### config.mk
export PLATFORM = sky130hd
export DESIGN_NAME = tff_down_counter
export DESIGN_NICKNAME = d
export VERILOG_FILES = /design/src/rtl/tff_down_counter_pkg.sv /design/src/rtl/tff_down_stage.sv /design/src/rtl/tff_down_counter.sv
export SDC_FILE = /design/constraint.sdc
export NUM_CORES = 1
export LEC_CHECK = 0
export CAP_MARGIN = 25
export CORE_MARGIN = 3
export CORE_UTILIZATION = 30
export CTS_BUF_LIST = sky130_fd_sc_hd__clkbuf_4 sky130_fd_sc_hd__clkbuf_8
export CTS_CLUSTER_SIZE = 10
export DETAILED_ROUTE_END_ITERATION = 12
export PLACE_DENSITY = 0.55
export SYNTH_ARGS = -nofsm -noshare
export SYNTH_HDL_FRONTEND = slang
export SYNTH_HIERARCHICAL = 1
export SYNTH_SLANG_ARGS = --single-unit
### constraint.sdc
create_clock -name clk -period 2.7 [get_ports clk]
set_input_delay 0.405 -clock clk [delete_from_list [all_inputs] [get_ports clk]]
set_output_delay 0.405 -clock clk [all_outputs]
set_load 0.05 [all_outputs]
### src/rtl/tff_down_counter_pkg.sv
// Shared types and constants for the T-FF down counter.
package tff_down_counter_pkg;

  localparam int unsigned CNT_WIDTH_DEFAULT = 4;

  typedef enum logic [1:0] {
    IDLE = 2'b00,
    RUN  = 2'b01,
    DONE = 2'b10
  } cnt_state_t;

endpackage

### src/rtl/tff_down_stage.sv
// One bit of the down counter: T flip-flop with synchronous parallel load
// and a ripple borrow chain (borrow passes through only while this bit is zero).
module tff_down_stage
  import tff_down_counter_pkg::*;
(
  input  logic clk,
  input  logic rst,
  input  logic load_en,
  input  logic load_bit,
  input  logic toggle_en,
  input  logic borrow_in,
  output logic borrow_out,
  output logic q
);

  logic q_q;
  logic q_d;

  // Load wins over toggle; toggle only when every lower bit is already zero.
  always_comb begin
    q_d = q_q;
    if (load_en) begin
      q_d = load_bit;
    end else if (toggle_en && borrow_in) begin
      q_d = ~q_q;
    end
  end

  always_ff @(posedge clk or posedge rst) begin
    if (rst) begin
      q_q <= 1'b0;
    end else begin
      q_q <= q_d;
    end
  end

  assign borrow_out = borrow_in & ~q_q;
  assign q          = q_q;

endmodule

### src/rtl/tff_down_counter.sv
// Loadable T-FF ripple-borrow down counter with valid/ready load and done pulse.
// Optional periodic mode: define TFF_DOWN_COUNTER_AUTORELOAD_EN.
module tff_down_counter
  import tff_down_counter_pkg::*;
#(
  parameter int unsigned WIDTH = CNT_WIDTH_DEFAULT
) (
  input  logic             clk,
  input  logic             rst,
  input  logic             load_valid,
  output logic             load_ready,
  input  logic [WIDTH-1:0] load_value,
  input  logic             count_en,
  input  logic             abort,
  output logic [WIDTH-1:0] q,
  output logic             busy,
  output logic             done
);

  cnt_state_t       state_q;
  cnt_state_t       state_d;
  logic             load_en_c;
  logic [WIDTH-1:0] load_bits_c;
  logic             dec_en_c;
  logic             at_one_c;
  logic             q_zero_c;
  logic [WIDTH:0]   borrow;

`ifdef TFF_DOWN_COUNTER_AUTORELOAD_EN
  logic [WIDTH-1:0] reload_q;
  logic [WIDTH-1:0] reload_d;
`endif

  assign at_one_c = (q == WIDTH'(1));
  assign q_zero_c = borrow[WIDTH];

  // Next state, stage load/decrement controls.
  always_comb begin
    state_d     = state_q;
    load_en_c   = 1'b0;
    load_bits_c = load_value;
    dec_en_c    = 1'b0;
`ifdef TFF_DOWN_COUNTER_AUTORELOAD_EN
    reload_d    = reload_q;
`endif
    case (state_q)
      IDLE: begin
        if (load_valid) begin
          load_en_c = 1'b1;
          state_d   = (load_value != '0) ? RUN : DONE;
`ifdef TFF_DOWN_COUNTER_AUTORELOAD_EN
          reload_d  = load_value;
`endif
        end
      end
      RUN: begin
        // Abort beats terminal count; a zero count never decrements (no wrap).
        if (abort) begin
          state_d  = IDLE;
`ifdef TFF_DOWN_COUNTER_AUTORELOAD_EN
          reload_d = '0;
`endif
        end else if (q_zero_c) begin
          state_d = DONE;
        end else if (count_en) begin
          dec_en_c = 1'b1;
          if (at_one_c) begin
            state_d = DONE;
          end
        end
      end
      DONE: begin
        state_d = IDLE;
`ifdef TFF_DOWN_COUNTER_AUTORELOAD_EN
        if (abort) begin
          reload_d = '0;
        end else if (reload_q != '0) begin
          load_en_c   = 1'b1;
          load_bits_c = reload_q;
          state_d     = RUN;
        end
`endif
      end
      default: begin
        state_d = IDLE;
      end
    endcase
  end

  always_ff @(posedge clk or posedge rst) begin
    if (rst) begin
      state_q <= IDLE;
    end else begin
      state_q <= state_d;
    end
  end

`ifdef TFF_DOWN_COUNTER_AUTORELOAD_EN
  always_ff @(posedge clk or posedge rst) begin
    if (rst) begin
      reload_q <= '0;
    end else begin
      reload_q <= reload_d;
    end
  end
`endif

  assign borrow[0] = 1'b1;

  for (genvar i = 0; i < WIDTH; i++) begin : g_stage
    tff_down_stage u_stage (
      .clk        (clk),
      .rst        (rst),
      .load_en    (load_en_c),
      .load_bit   (load_bits_c[i]),
      .toggle_en  (dec_en_c),
      .borrow_in  (borrow[i]),
      .borrow_out (borrow[i+1]),
      .q          (q[i])
    );
  end

  assign load_ready = (state_q == IDLE) && !rst;
  assign busy       = (state_q == RUN);
  assign done       = (state_q == DONE);

endmodule

# Word-level counts from Yosys, hierarchy flattened
# Index checks and enable logic that the tools add are counted.
[totals]
word_cells = 51
output_inout_bits = 7
ff_bits = 6
[classes]
n_eq_ne = 6
n_mux = 21
bitwise = 7
n_reduce_logical = 12
[op_table]
columns = ["op", "n"]
rows = [
  ["two-way mux 1 bit", 14],
  ["two-way mux 2 bit", 6],
  ["nonzero test 2 bit", 4],
  ["== test 4 x 1 -> 1 bit (second input constant)", 1],
  ["logical AND 1 bit", 4],
  ["!= test 4 x 2 -> 1 bit (second input constant)", 1],
  ["!= test 4 x 3 -> 1 bit (second input constant)", 1],
  ["inverter 1 bit", 4],
  ["one-hot mux 2 bit (2 select lines)", 1],
  ["nonzero test 4 bit", 1],
  ["bitwise AND 1 bit", 3],
  ["AND reduction 3 bit", 1],
  ["== test 2 x 1 -> 1 bit (second input constant)", 1],
  ["== test 2 bit (second input constant)", 1],
  ["zero test 2 bit", 1],
  ["!= test 2 bit (second input constant)", 1],
  ["zero test 1 bit", 1],
]

# Logic depth before layout (Yosys ltp)
[depth]
word_depth = 10
depth_mapped = 7
mapped_depth_nobuf = 7

# Cells and area by module
# The synthesis kept the hierarchy.
[modules_own_cells]
columns = ["mod", "cells_each", "area_per_inst_um2", "n_inst", "seq_area_each_um2"]
rows = [
  ["tff_down_stage", 7, 68.8, 4, 25.0],
  ["tff_down_counter", 19, 150.1, 1, 50.0],
]

# Worst setup path after synthesis
# No wires, ideal clock.
[synth_timing]
path_kind = "register to register"
startpoint = "register g_stage[0].u_stage.q_q"
endpoint = "register g_stage[0].u_stage.q_q"
setup_ps = 126
slack_ps = 442
t_required_ps = 2574
stages_incl_launch_ff = 8
t_arrival_ps = 2132
cell_sequence = "dfrtp_1 > nor2b_1 > nor2b_1 > nor2b_1 > nor2b_1 > nor3b_1 > nand2_1 > a221o_1"
[synth_between]
elab_chain_len = 8
word_cells_on_any_way = 10
[synth_lines]
columns = ["element", "line_no", "rtl"]
rows = [
  ["start: declaration", "tff_down_stage.sv:16", "logic q_q;"],
  ["start signal: assignment", "tff_down_stage.sv:33", "q_q <= q_d;"],
  ["inverter 1 bit", "tff_down_stage.sv:37", "assign borrow_out = borrow_in & ~q_q;"],
  ["via borrow[1]", "tff_down_counter.sv:27", "logic [WIDTH:0] borrow;"],
  ["bitwise AND 1 bit", "tff_down_stage.sv:37", ""],
  ["via borrow[2]", "tff_down_counter.sv:27", ""],
  ["bitwise AND 1 bit", "tff_down_stage.sv:37", ""],
  ["via borrow[3]", "tff_down_counter.sv:27", ""],
  ["bitwise AND 1 bit", "tff_down_stage.sv:37", ""],
  ["via borrow[4]", "tff_down_counter.sv:27", ""],
  ["two-way mux 1 bit", "tff_down_counter.sv:63", "end else if (q_zero_c) begin"],
  ["two-way mux 1 bit", "tff_down_counter.sv:58", "if (abort) begin"],
  ["two-way mux 1 bit", "tff_down_counter.sv:46", "case (state_q)"],
  ["via dec_en_c", "tff_down_counter.sv:24", "logic dec_en_c;"],
  ["nonzero test 2 bit (no source line)", "--", ""],
]
# The timed path passes the listed nets, and every way through them passes these cells. The select of a mux whose other input is x is not followed.
# A chain may end at the register's enable or synchronous reset.

# Worst setup path after layout
[layout_timing]
startpoint = "input port rst"
endpoint = "output port load_ready"
[layout_between]
elab_chain_len = 2
[layout_lines]
columns = ["element", "line_no", "rtl"]
rows = [
  ["start: declaration", "tff_down_counter.sv:9", "input logic rst,"],
  ["zero test 1 bit (no source line)", "--", ""],
  ["logical AND 1 bit", "tff_down_counter.sv:123", "assign load_ready = (state_q == IDLE) && !rst;"],
  ["end: declaration", "tff_down_counter.sv:11", "output logic load_ready,"],
]
# No other way between the ends.

==> summary.md <==
| Metric | Value |
|---|---|
| Later-pin clock latency in the skew report | 0.24 ns |
| Largest incremental delay on the critical path | 0.82 ns |
| Pin count of the biggest net entering global routing | 14 |
| Biggest fanout along the worst timing path | 6 |
| Proportion of layout cells with a drive suffix above 1 | 7.35% |
| Portion of netlist area occupied by mux cells | 0% |
| Number of H-tree levels | 1 |
| Area of the core region | 1220 µm² |
| Count of input and output buffers | 15 |
| GR Util met3 | 4.56% |
| Area fraction in and, or, nand and nor cells after synthesis | 42.6% |
| Yosys warning total | 6 |
| Drt total wl | 1010 µm |
| Final count of negative-setup-slack endpoints | 0 |
| Resized cells post-CTS | 0 |
| Slowest library cell on the worst path | sky130_fd_sc_hd__clkdlybuf4s50_1 |
| GR Util met2 | 18.6% |
| Met1 layer usage reported by global route | 14.3% |
| DRC violation total after the first TritonRoute iteration | 1 |
| Number of buffers on the longest clock path | 2 |
| Final cell count without fillers | 82 |
| Final instance area | 631 µm² |
| First-pass GRT wire length | 1680 µm |
| Detail-routed net length per standard cell | 12.4 µm |
| Starting Density | 35.0% |
| Worst Slack Setup Final | 0.398 ns |
| TritonCTS clock tree | built |
| Worst clock skew | 0.00287 ns |
| Cell area after synthesis | 425 µm² |
| Cts bufs inserted | 3 |
| Antenna violation net count after detailed routing | 0 |
| Dominant combinational cell family by area after synthesis | simple AND/OR/NAND/NOR gates |
| Final clock period utilization by the worst path | 85.3% |
| Final count of hold timing violations | 0 |
| Crit path max-delay family | buffers and inverters |
| Setup tns final | 0 ns |
| Count of flip-flops with a built-in enable after synthesis | 0 |
| Register area share after synthesis | 35.3% |
| Total gr overflow | 0 |
| Number of placement rows | 12 |
| Master cell of the clock root buffer | sky130_fd_sc_hd__clkbuf_4 |
| Required time of the worst setup path | 2.30 ns |
| Horizontal die dimension | 43.7 µm |
| Type of the worst min-delay path | in2async |
| Largest area contributor in the netlist | sky130_fd_sc_hd__dfrtp_1 |
| Kind of critical path | in2out |
| Final Critical Period | 2.30 ns |
| Most used DFF post-synth | sky130_fd_sc_hd__dfrtp_1 |
| Power per Cell Area | 1040 nW/µm² |
| Antenna violations before repair | 0 |
| Length of the first detailed-routing pass in iterations | 4 |
| Area of the die | 1910 µm² |
| Buffers & Inverters on Critical Path | 2 |
| Post-synthesis share of cell area spent on full adders, half adders and majority gates | 0% |
| Endpoint arrival time on the critical path | 1.90 ns |
| Syn_area_per_cell | 9.05 µm² |
| Outcome | finished clean |
| Number of violations of the max-capacitance limit | 0 |
| Synth Area in XOR/XNOR | 0% |
| Synth cell types | 18 |
| Fraction of the mapped netlist area in compound gates | 15.9% |
| Clk pin slew, worst setup/hold paths | 0.05 ns |
| Final Net Count | 79 |
| Actual transition at the worst max-transition pin | 0.518 ns |
| GRT Total Usage | 12.2% |
| Gr busiest metal | met2 |
| CP Cell Sequence | clkdlybuf4s50_1 > nor3_1 > clkdlybuf4s50_1 |
| Placement Cell Area | 608 µm² |
| Slew Viols, Final | 0 |
| Area growth, synth to finish | 48.2% |
| Peak VDD IR | 0.439 mV |
| Worst Setup Slack post-DPL | 0.398 ns |
| Max Fclk | 434 MHz |
| Number of global-route vias before repair | 394 |
| TritonCTS Sinks | 6 |
| Drt via density | 4.94 |
| Instance count of the mapped netlist | 47 |
| Top cell by count, worst path | sky130_fd_sc_hd__clkdlybuf4s50_1 |
| Setup Buffers After CTS | 0 |
| CP Capture Type | output port |
| Post-synth ARST share | 100% |
| Post-placement cell count | 79 |
| Hold_buf cts | 0 |
| Number of remaining DRC errors | 0 |
| Top-area cell type share of the netlist area | 35.3% |
| Most numerous cell types in the synthesized netlist | sky130_fd_sc_hd__dfrtp_1 (6), sky130_fd_sc_hd__inv_1 (6), sky130_fd_sc_hd__nand2_1 (6) |
| Number of flip-flops and latches in the synthesized netlist | 6 |
| Startpoint type of the worst setup path | input port |
| Max-slew headroom at the worst pin | 65.1% |
| RSZ-0062 raised after global routing | false |
| Leak | 0.297 nW |
| Top-Level Pins | 16 |
| Antenna Cells | 0 |
| Vias | 405 |
| Vert. Die Dim | 43.7 µm |
| GPL Wtd Cong | 0.690 |
| Top cells by area, synth | sky130_fd_sc_hd__dfrtp_1 (35%), sky130_fd_sc_hd__and4bb_1 (12%), sky130_fd_sc_hd__a221o_1 (9.4%), sky130_fd_sc_hd__and2b_1 (8.8%), sky130_fd_sc_hd__nor2b_1 (7.4%) |
| Placed wire-length estimate | 776 µm |
-- worst paths after layout --
kind | from | end | slack [ns] | cells after the start
min | rst | g_stage[0].u_stage/q | 0.44 | 2
max reg2reg | g_stage[0].u_stage/q | g_stage[1].u_stage/q | 0.59 | 8
min in group clk | state_q[0] | state_q[0] | 0.61 | 3
min reg2reg | state_q[0] | state_q[0] | 0.61 | 3
max in group asynchronous | rst | state_q[0] | 2.12 | 2
max | rst | load_ready | 0.40 | 3
-- sequential cells by signal, summed over array words and instances (netlist names) --
signal and count:
state_q 2, g_stage.u_stage/q 4
-- per-layer routing --
| layer | part of all wire [%] | wire length, µm |
|---|---|---|
| met4 | 1.4 | 14 |
| met1 | 46 | 463 |
| met2 | 44 | 447 |
| met5 | 0 | 0 |
| met3 | 8.8 | 89 |
-- through the flow --
stage                     util, %  total power [mW]  hold slack (ns)
after floorplan                 -             0.446            0.134
after global placement       50.0             0.576            0.624
after detailed placement     50.0             0.577            0.608
after CTS                    51.9             0.665            0.440
after global routing         51.9             0.704            0.456
final                        51.9             0.658            0.440
-- power breakdown --
group | internal, mW | switching, mW
clock | 0.0504 | 0.0343
combinational | 0.166 | 0.232
sequential | 0.128 | 0.0484
total | 0.344 | 0.314
-- final cells by class --
type | count | area (µm²)
fillers | 127 | 586
multi-input cells | 37 | 260
repair buffers | 16 | 158
flip-flops and latches | 6 | 150
clock buffers | 3 | 22.5
inverters | 6 | 22.5
well taps | 14 | 17.5
-- cells in the final DEF (no fill, tap or decap), types with 3 or more instances in the layout --
cell type / n
sky130_fd_sc_hd__clkdlybuf4s50_1: 15
sky130_fd_sc_hd__nand2_1: 6
sky130_fd_sc_hd__nor2b_1: 5
sky130_fd_sc_hd__a221o_1: 4
sky130_fd_sc_hd__and4bb_1: 4
sky130_fd_sc_hd__and2b_1: 5
sky130_fd_sc_hd__inv_1: 6
sky130_fd_sc_hd__conb_1: 3
sky130_fd_sc_hd__dfrtp_1: 6
sky130_fd_sc_hd__clkbuf_4: 3
-- logic make-up (layout without fill, tap and decap cells) --
kind of cell,after synthesis,in the layout
buffers and inverters,6,25
AOI/OAI and AO/OA,8,8
and+or+nand+nor,26,26
DFF,6,6
other,1,3
(Power assumes the default switching activity.)
